## src/rtl/xge_arb_pkg.sv

```systemverilog
// Shared constants and beat payload type for the two-port XGE TX arbiter.
package xge_arb_pkg;

  localparam int unsigned MAX_BEATS_DEF = 1200;
  localparam int unsigned CNT_W_DEF     = 16;
  localparam int unsigned DATA_W        = 64;
  localparam int unsigned BE_W          = 8;

  localparam logic [1:0] ST_IDLE  = 2'd0;
  localparam logic [1:0] ST_GNT0  = 2'd1;
  localparam logic [1:0] ST_GNT1  = 2'd2;
  localparam logic [1:0] ST_DRAIN = 2'd3;

  typedef struct packed {
    logic [DATA_W-1:0] data;
    logic [BE_W-1:0]   be;
    logic              last;
    logic              error;
  } beat_t;

endpackage

```

## src/rtl/xge_rr_pick.sv

```systemverilog
// Two-way round-robin pick: when both request, the port not granted last time wins.
module xge_rr_pick (
  input  logic req0,
  input  logic req1,
  input  logic last_owner,
  output logic pick_valid_c,
  output logic pick_c
);

  always_comb begin
    pick_valid_c = req0 | req1;
    pick_c       = 1'b0;
    if (req0 && req1) begin
      pick_c = ~last_owner;
    end else if (req1) begin
      pick_c = 1'b1;
    end
  end

endmodule

```

## src/rtl/xge_tx_arbiter.sv

```systemverilog
// Frame-atomic arbiter of two 64-bit beat streams onto one XGE MAC TX port,
// with a jumbo-length guard that aborts and drains over-long frames.
module xge_tx_arbiter
  import xge_arb_pkg::*;
#(
  parameter int unsigned MAX_BEATS = MAX_BEATS_DEF,
  parameter int unsigned CNT_W     = CNT_W_DEF
) (
  input  logic              tx_mac_clk,
  input  logic              rst,
  input  logic              s0_valid,
  input  logic [63:0]       s0_data,
  input  logic [7:0]        s0_byte,
  input  logic              s0_last,
  input  logic              s0_error,
  output logic              s0_ready,
  input  logic              s1_valid,
  input  logic [63:0]       s1_data,
  input  logic [7:0]        s1_byte,
  input  logic              s1_last,
  input  logic              s1_error,
  output logic              s1_ready,
  output logic              tx_mac_valid,
  output logic [63:0]       tx_mac_data,
  output logic [7:0]        tx_mac_byte,
  output logic              tx_mac_last,
  output logic              tx_mac_error,
  input  logic              tx_mac_ready,
  output logic [1:0]        grant,
  output logic [CNT_W-1:0]  frame_cnt0,
  output logic [CNT_W-1:0]  frame_cnt1,
  output logic [CNT_W-1:0]  abort_cnt
);

  localparam int unsigned       BEAT_W   = $clog2(MAX_BEATS + 1);
  localparam logic [BEAT_W-1:0] LAST_IDX = BEAT_W'(MAX_BEATS - 1);

  logic [1:0]        state;
  logic [1:0]        state_nxt;
  logic [1:0]        grant_nxt;
  logic              last_owner;
  logic [BEAT_W-1:0] beat_cnt;

  beat_t s0_beat;
  beat_t s1_beat;
  beat_t sel_beat;
  logic  sel_valid;
  logic  force_abort;
  logic  beat_acc;
  logic  drain_valid;
  logic  drain_last;
  logic  pick_valid_c;
  logic  pick_c;

  assign s0_beat = '{data: s0_data, be: s0_byte, last: s0_last, error: s0_error};
  assign s1_beat = '{data: s1_data, be: s1_byte, last: s1_last, error: s1_error};

  xge_rr_pick u_pick (
    .req0         (s0_valid),
    .req1         (s1_valid),
    .last_owner   (last_owner),
    .pick_valid_c (pick_valid_c),
    .pick_c       (pick_c)
  );

  // Datapath mux, handshake steering and next-state decode.
  always_comb begin
    sel_valid   = 1'b0;
    sel_beat    = '0;
    s0_ready    = 1'b0;
    s1_ready    = 1'b0;
    drain_valid = last_owner ? s1_valid : s0_valid;
    drain_last  = last_owner ? s1_last  : s0_last;
    state_nxt   = state;

    case (state)
      ST_GNT0: begin
        sel_valid = s0_valid;
        sel_beat  = s0_beat;
        s0_ready  = tx_mac_ready;
      end
      ST_GNT1: begin
        sel_valid = s1_valid;
        sel_beat  = s1_beat;
        s1_ready  = tx_mac_ready;
      end
      ST_DRAIN: begin
        s0_ready = ~last_owner;
        s1_ready = last_owner;
      end
      default: ;
    endcase

    beat_acc    = sel_valid && tx_mac_ready;
    force_abort = sel_valid && !sel_beat.last && (beat_cnt == LAST_IDX);

    case (state)
      ST_IDLE: begin
        if (pick_valid_c) state_nxt = pick_c ? ST_GNT1 : ST_GNT0;
      end
      ST_GNT0, ST_GNT1: begin
        if (beat_acc) begin
          if (sel_beat.last)    state_nxt = ST_IDLE;
          else if (force_abort) state_nxt = ST_DRAIN;
        end
      end
      default: begin
        if (drain_valid && drain_last) state_nxt = ST_IDLE;
      end
    endcase

    case (state_nxt)
      ST_GNT0: grant_nxt = 2'b01;
      ST_GNT1: grant_nxt = 2'b10;
      ST_IDLE: grant_nxt = 2'b00;
      default: grant_nxt = grant;
    endcase

    tx_mac_valid = sel_valid;
    tx_mac_data  = sel_beat.data;
    tx_mac_byte  = sel_beat.be;
    tx_mac_last  = sel_beat.last  | force_abort;
    tx_mac_error = sel_beat.error | force_abort;
  end

  // State, ownership history, beat length and statistics.
  always_ff @(posedge tx_mac_clk) begin
    if (rst) begin
      state      <= ST_IDLE;
      grant      <= 2'b00;
      last_owner <= 1'b1;
      beat_cnt   <= '0;
      frame_cnt0 <= '0;
      frame_cnt1 <= '0;
      abort_cnt  <= '0;
    end else begin
      state <= state_nxt;
      grant <= grant_nxt;
      if (state == ST_IDLE && pick_valid_c) begin
        last_owner <= pick_c;
        beat_cnt   <= '0;
      end else if (beat_acc) begin
        beat_cnt <= beat_cnt + BEAT_W'(1);
      end
      if (beat_acc && sel_beat.last) begin
        if (state == ST_GNT1) frame_cnt1 <= frame_cnt1 + CNT_W'(1);
        else                  frame_cnt0 <= frame_cnt0 + CNT_W'(1);
      end
      if (beat_acc && force_abort) begin
        abort_cnt <= abort_cnt + CNT_W'(1);
      end
    end
  end

endmodule

```

## config.mk

```make
export PLATFORM = sky130hd
export DESIGN_NAME = xge_tx_arbiter
export DESIGN_NICKNAME = d
export VERILOG_FILES = /design/src/rtl/xge_arb_pkg.sv /design/src/rtl/xge_rr_pick.sv /design/src/rtl/xge_tx_arbiter.sv
export SDC_FILE = /design/constraint.sdc
export NUM_CORES = 1
export LEC_CHECK = 0
export CAP_MARGIN = 20
export CORE_AREA = 2 2 109 111
export CTS_CLUSTER_DIAMETER = 50
export DETAILED_ROUTE_END_ITERATION = 10
export DIE_AREA = 0 0 111 113
export PLACE_DENSITY = 0.89
export RECOVER_POWER = 25
export SLEW_MARGIN = 20
export SYNTH_ARGS = -nofsm -noshare
export SYNTH_HDL_FRONTEND = slang
export SYNTH_SLANG_ARGS = --single-unit
```

## constraint.sdc

```tcl
create_clock -name tx_mac_clk -period 7 [get_ports tx_mac_clk]
set_input_delay 1.4 -clock tx_mac_clk [delete_from_list [all_inputs] [get_ports tx_mac_clk]]
set_output_delay 1.4 -clock tx_mac_clk [all_outputs]
set_load 0.02 [all_outputs]
```

==> flow_summary.toml, run 1 <==
[layout]
fin_cells = 943
layout-drive-gt1-share_pct = 2.88
fillers = 972
area_delta_synth_final_pct = 78.8
fin_nets = 955
stdcell_area_mm2 = 0.00713

[sta]
drv_slew = 0
slew_headroom_pct = 30.6
hold_viol_final = 0
period_share_pct = 74.8
max_clock_freq_ghz = 0.191
worst_pin_slew_ns = 1.03
holdWs_ns = 0.482
min_period_ns = 5.24
setup_ws_ns = 1.76
finalSetupViolCount = 0
rsz0062_at_grt = "false"
tns_ns = 0
fin_worst_skew_ns = 0.00440

[place]
port_buffers = 279
dp_hpwl_mm = 12.9
placed_area_mm2 = 0.00684
dp_cells = 926
gp_congestion = 0.887
post-place-ws_ns = 1.79

[floorplanning]
io-pin-count = 280
die_area_mm2 = 0.0125
fp.coreArea_mm2 = 0.0113
dieWidth_um = 111
die_h_um = 113
start_util_pct = 35.4
num_rows = 39

[clock_tree]
cts_tree = "yes"
cts_num_sinks = 64
cts.path.max_buffers = 2
numCtsBuffers = 9
cts_root_buffer = "clkbuf_16"
clk_pin_slew_ns = 0.05
clk_latency_ns = 0.33
htreeDepth = 3
post-cts-setup-buffers = 0
post_cts_resized = 0
hold_buffers = 0

[route]
wl_per_cell_um = 18.0
drt_iter0_drc = 421
vias_per_cell = 5.39
vias = 5081
drt-total-wl_mm = 17.0
drc = 0
ant_nets = 0
firstDrtPassIters = 5

[global_route]
grt_pass1_wl_mm = 25.6
antenna_found_initial = 1
grt_pass1_vias = 4610
grt_max_degree = 83
overflow = 0
grt_usage_pct = 25.7

[setup_path]
setup.worst_path.start_class = "input port"
critPathKind = "in -> out"
crit_fanout = 15
cp.required_ns = 5.60
end_kind = "output pin"
worst_ep_arrival_time_ns = 3.84

[outcome]
status = "complete, no violations"

[synthesis]
yosys_most_used_dff = "dfxtp_1"
seq_area_frac_synth_pct = 32.1
syn_area_mm2 = 0.00399
synth_nets = 699
ys_seq_elements = 64
synthTopCellsByCount = "nor2_1, a22oi_1, dfxtp_1, nand2_1, clkbuf_1"
async_reset_ff_share_pct = 0
yosysMostFrequentCell = "nor2_1"
netlist_instances = 538
synth_largest_area_cell = "dfxtp_1"
synth_edf_count = 0
ys_top_cells_by_area = "dfxtp_1, a22oi_1, nor2_1"
ys_types = 40
ys_warn_count = 0
synth_top_area_share_pct = 32.1
avgSynthCellArea_um2 = 7.41

[pwr]
ir_drop_uv = 147
p_leak_nw = 2.44
power_density_mw_per_mm2 = 167

[job]
cap_violations = 0

[hold_path]
hp-class = "reg -> reg"
==> cell families (layout without fill, tap and decap cells) <==
| logic type | count (synthesis) | after routing | synth area share, % |
|---|---|---|---|
| AO/OA/AOI/OAI | 117 | 117 | 20.6 |
| XOR/XNOR | 44 | 44 | 9.67 |
| adder cells (fa/ha/maj) | 8 | 8 | 2.51 |
| buffers and inverters | 51 | 312 | 4.83 |
| flip-flops | 64 | 64 | 32.1 |
| multiplexers | 1 | 1 | 0.282 |
| other | 0 | 1 | 0 |
| AND/OR/NAND/NOR | 253 | 253 | 30.0 |
==> flip-flops by register name, indices dropped and copies added, names as in the netlist <==
signal,cells
state,2
grant,2
frame_cnt1,16
last_owner,1
abort_cnt,16
beat_cnt,11
frame_cnt0,16
==> critical path, cell delays in order <==
cell	delay [ns]
clkdlybuf4s50_1	0.45
a22o_1	0.30
or4_1	0.80
o22ai_1	0.26
clkdlybuf4s50_1	0.63
==> through the flow <==
stage / total power [mW] / utilization (%)
after floorplan: 0.588 / -
after global placement: 0.769 / 60.7
after detailed placement: 0.773 / 60.7
after CTS: 1.20 / 63.2
after global routing: 1.25 / 63.2
final: 1.19 / 63.2
==> power by group <==
group / internal, mW / switching, mW / total (mW)
combinational: 0.178 / 0.214 / 0.392
clock: 0.274 / 0.153 / 0.426
sequential: 0.370 / 0.00581 / 0.375
total: 0.821 / 0.372 / 1.19
==> worst paths after layout <==
kind / slack (ns) / cells past startpoint / from / to
max: 1.76 / 5 / s0_last / tx_mac_error
min: 0.48 / 1 / grant[0]$_SDFFE_PP0P_ / grant[0]$_SDFFE_PP0P_
max reg2reg: 3.51 / 8 / state[1]$_SDFF_PP0_ / abort_cnt[14]$_SDFFE_PP0P_
min reg2reg: 0.48 / 1 / grant[0]$_SDFFE_PP0P_ / grant[0]$_SDFFE_PP0P_
==> placed cells by master (no fill, tap or decap), types with 4 or more instances in the layout <==
| master | netlist | routed |
|---|---|---|
| or3_1 | 8 | 8 |
| dfxtp_1 | 64 | 64 |
| a22oi_1 | 75 | 75 |
| and3_1 | 4 | 4 |
| nor3_1 | 19 | 19 |
| ha_1 | 8 | 6 |
| or4_1 | 4 | 4 |
| nor2_1 | 124 | 124 |
| buf_4 | 0 | 4 |
| inv_1 | 13 | 12 |
| o21ai_0 | 13 | 13 |
| xor2_1 | 13 | 13 |
| dlygate4sd3_1 | 0 | 44 |
| xnor2_1 | 31 | 31 |
| a21oi_1 | 12 | 12 |
| nor4_1 | 12 | 12 |
| clkbuf_16 | 0 | 9 |
| and4_1 | 7 | 7 |
| nand4_1 | 16 | 16 |
| clkdlybuf4s50_1 | 0 | 234 |
| nand2_1 | 33 | 33 |
| nand3_1 | 12 | 12 |
==> layer usage <==
metal	up-vias	GRT usage [%]	part of all wire (%)
met3	25	8.03	8.4
met1	2392	30.8	40
met4	0	7.50	2.0
met5	-	0	0
met2	215	44.5	50
li1	2449	-	-
==> layout make-up <==
cell class                 instances  area (um^2)  share of cell area [%]
multi-input combinational        423         2520                    35.3
clock buffer                      12          236                    3.32
inverter                          13         48.8                   0.685
tap                              143          179                    2.51
clock inverter                     4         45.0                   0.632
antenna                            1         2.50                  0.0351
sequential                        64         1280                    18.0
timing repair buffer             283         2820                    39.5
Power figures use the tool's default switching activity.
==> run 2: changes to the inputs <==
==> constraint.sdc (replaced) <==
create_clock -name tx_mac_clk -period 5.04 [get_ports tx_mac_clk]
set_input_delay 1.008 -clock tx_mac_clk [delete_from_list [all_inputs] [get_ports tx_mac_clk]]
set_output_delay 1.008 -clock tx_mac_clk [all_outputs]
set_load 0.02 [all_outputs]
==> run 2 against run 1 <==
Compared with the run above: hold slack improved by 0.0059 ns; first-iteration DRC count rose by 1.4%; core utilization rose by 0.26 points; critical path type unchanged; via count fell by 1.2%; combinational power rose by 39%; die area did not move; critical path depth did not move; global-route usage rose by 0.17 points; largest power group unchanged; power rose by 43%; sequential share of layout area fell by 0.072 points; critical endpoint is now tx_mac_last; sequential cell count did not move.
==> flow_summary.toml, run 2 (synthesized netlist as in run 1, its figures left out) <==
[outcome]
status = "complete, no violations"

[setup_path]
critPathKind = "in -> out"
cp.required_ns = 4.03
setup.worst_path.start_class = "input port"
crit_chain = "clkdlybuf4s50_1, a22o_1, or4_1, o22ai_1, clkdlybuf4s50_1"
timing.rr.start = "state[1]$_SDFF_PP0_"
end_kind = "output pin"
max_stage_delay_ns = 0.67
cpMaxStageDelayCell = "clkdlybuf4s50_1"
cpMostUsedCell = "clkdlybuf4s50_1"
worst_ep_arrival_time_ns = 3.23
crit_fanout = 5
critPathLaunch = "s0_last"

[route]
vias_per_cell = 5.32
wl_per_cell_um = 18.1
drt-total-wl_mm = 17.1
drc = 0
drt_iter0_drc = 427
vias = 5022
ant_nets = 0
firstDrtPassIters = 6

[place]
post-place-ws_ns = 0.813
dp_cells = 927
gp_congestion = 0.875
port_buffers = 279
dp_hpwl_mm = 13.0

[sta]
hold_viol_final = 0
setup_ws_ns = 0.807
drv_slew = 0
period_share_pct = 84.0
fin_worst_skew_ns = 0.00732
max_clock_freq_ghz = 0.236
slew_headroom_pct = 41.2
finalSetupViolCount = 0
rsz0062_at_grt = "false"
tns_ns = 0
min_period_ns = 4.23
worst_pin_slew_ns = 0.874

[floorplanning]
dieWidth_um = 111
io-pin-count = 280
fp.coreArea_mm2 = 0.0113
start_util_pct = 35.4
die_h_um = 113
die_area_mm2 = 0.0125
num_rows = 39

[pwr]
switching_share_pct = 30.4
power_frac_clock_pct = 37.6
p_seq_share_pct = 30.5
total_power_mw = 1.71
p_switching_mw = 0.520
power_density_mw_per_mm2 = 239
p_leak_nw = 2.46
ir_drop_uv = 189
p_int_mw = 1.19
power_frac_comb_pct = 31.9

[clock_tree]
post-cts-setup-buffers = 0
hold_buffers = 0
cts_root_buffer = "clkbuf_16"
cts_tree = "yes"
clk_latency_ns = 0.33
htreeDepth = 3
clk_pin_slew_ns = 0.05
cts.path.max_buffers = 2
numCtsBuffers = 9
cts_num_sinks = 64
post_cts_resized = 0

[layout]
reg_top3 = "abort_cnt x16, frame_cnt0 x16, frame_cnt1 x16"
regArea_mm2 = 0.00128
final_cell_mix = "clkdlybuf4s50_1, nor2_1, a22oi_1"
fin_cells = 944
layout-drive-gt1-share_pct = 2.88
fin_nets = 956
multi_input_area_mm2 = 0.00251
area_delta_synth_final_pct = 79.5
layout_commonest_cell = "clkdlybuf4s50_1"
fillers = 938

[global_route]
grt_pass1_vias = 4700
grt_max_degree = 83
grt_usage_pct = 25.9
grt_pass1_wl_mm = 26.0
antenna_found_initial = 2
overflow = 0

[hold_path]
hp-class = "reg -> reg"
hp-start = "grant[0]$_SDFFE_PP0P_"

[job]
cap_violations = 0
[run 2: cell types whose count changed in the layout (fill, tap and decap cells not counted)]
cell,previous run,this run
clkinv_2,3,2
ha_2,2,1
clkdlybuf4s50_1,234,233
dlygate4sd3_1,44,45
ha_1,6,7
clkbuf_1,3,2
diode_2,1,2
buf_4,4,5
bufinv_16,1,2
[run 2: routing by layer]
metal,wire length (um),up-vias,global-route usage (%),part of all wire (%)
li1,-,2446,-,-
met1,6930,2332,31.2,41
met2,8440,222,45.3,49
met3,1400,22,7.77,8.2
met4,290,0,6.50,1.7
met5,0,-,0,0
[run 2: worst paths after layout]
kind,endpoint,slack (ns),cells past startpoint
hold / removal,grant[0]$_SDFFE_PP0P_,0.49,1
setup reg to reg,abort_cnt[14]$_SDFFE_PP0P_,1.77,8
hold reg to reg,grant[0]$_SDFFE_PP0P_,0.49,1
setup / recovery,tx_mac_last,0.81,5
[run 2: critical path, delay by kind of cell]
| kind | cells | cell delay, ns |
|---|---|---|
| simple gates | 1 | 0.64 |
| buf+inv | 2 | 1.12 |
| compound gates | 2 | 0.46 |
[run 2: area by class of cell]
cell class,count,share of cell area [%]
Multi-Input combinational cell,423,35.1
Timing Repair Buffer,284,39.5
Clock inverter,4,0.979
Sequential cell,64,17.9
Antenna cell,2,0.0699
Inverter,13,0.682
Tap cell,143,2.50
Clock buffer,11,3.25
[run 2: stage by stage]
step | instance area, um^2 | util, % | hold WS (ns)
5_1_grt | 7150 | 63.4 | 0.516
3_5_place_dp | 6850 | 60.8 | 0.472
2_1_floorplan | 3990 | - | 0.451
3_3_place_gp | 6850 | 60.8 | 0.459
6_report | 7160 | 63.5 | 0.488
4_1_cts | 7150 | 63.5 | 0.498
[run 2: power groups by stage]
| stage | sequential (mW) | clock, mW | combinational (mW) |
|---|---|---|---|
| after floorplan | 0.533 | 0 | 0.284 |
| after global placement | 0.531 | 0 | 0.539 |
| after detailed placement | 0.531 | 0 | 0.543 |
| after CTS | 0.521 | 0.648 | 0.546 |
| after global routing | 0.522 | 0.675 | 0.589 |
| final | 0.521 | 0.643 | 0.545 |
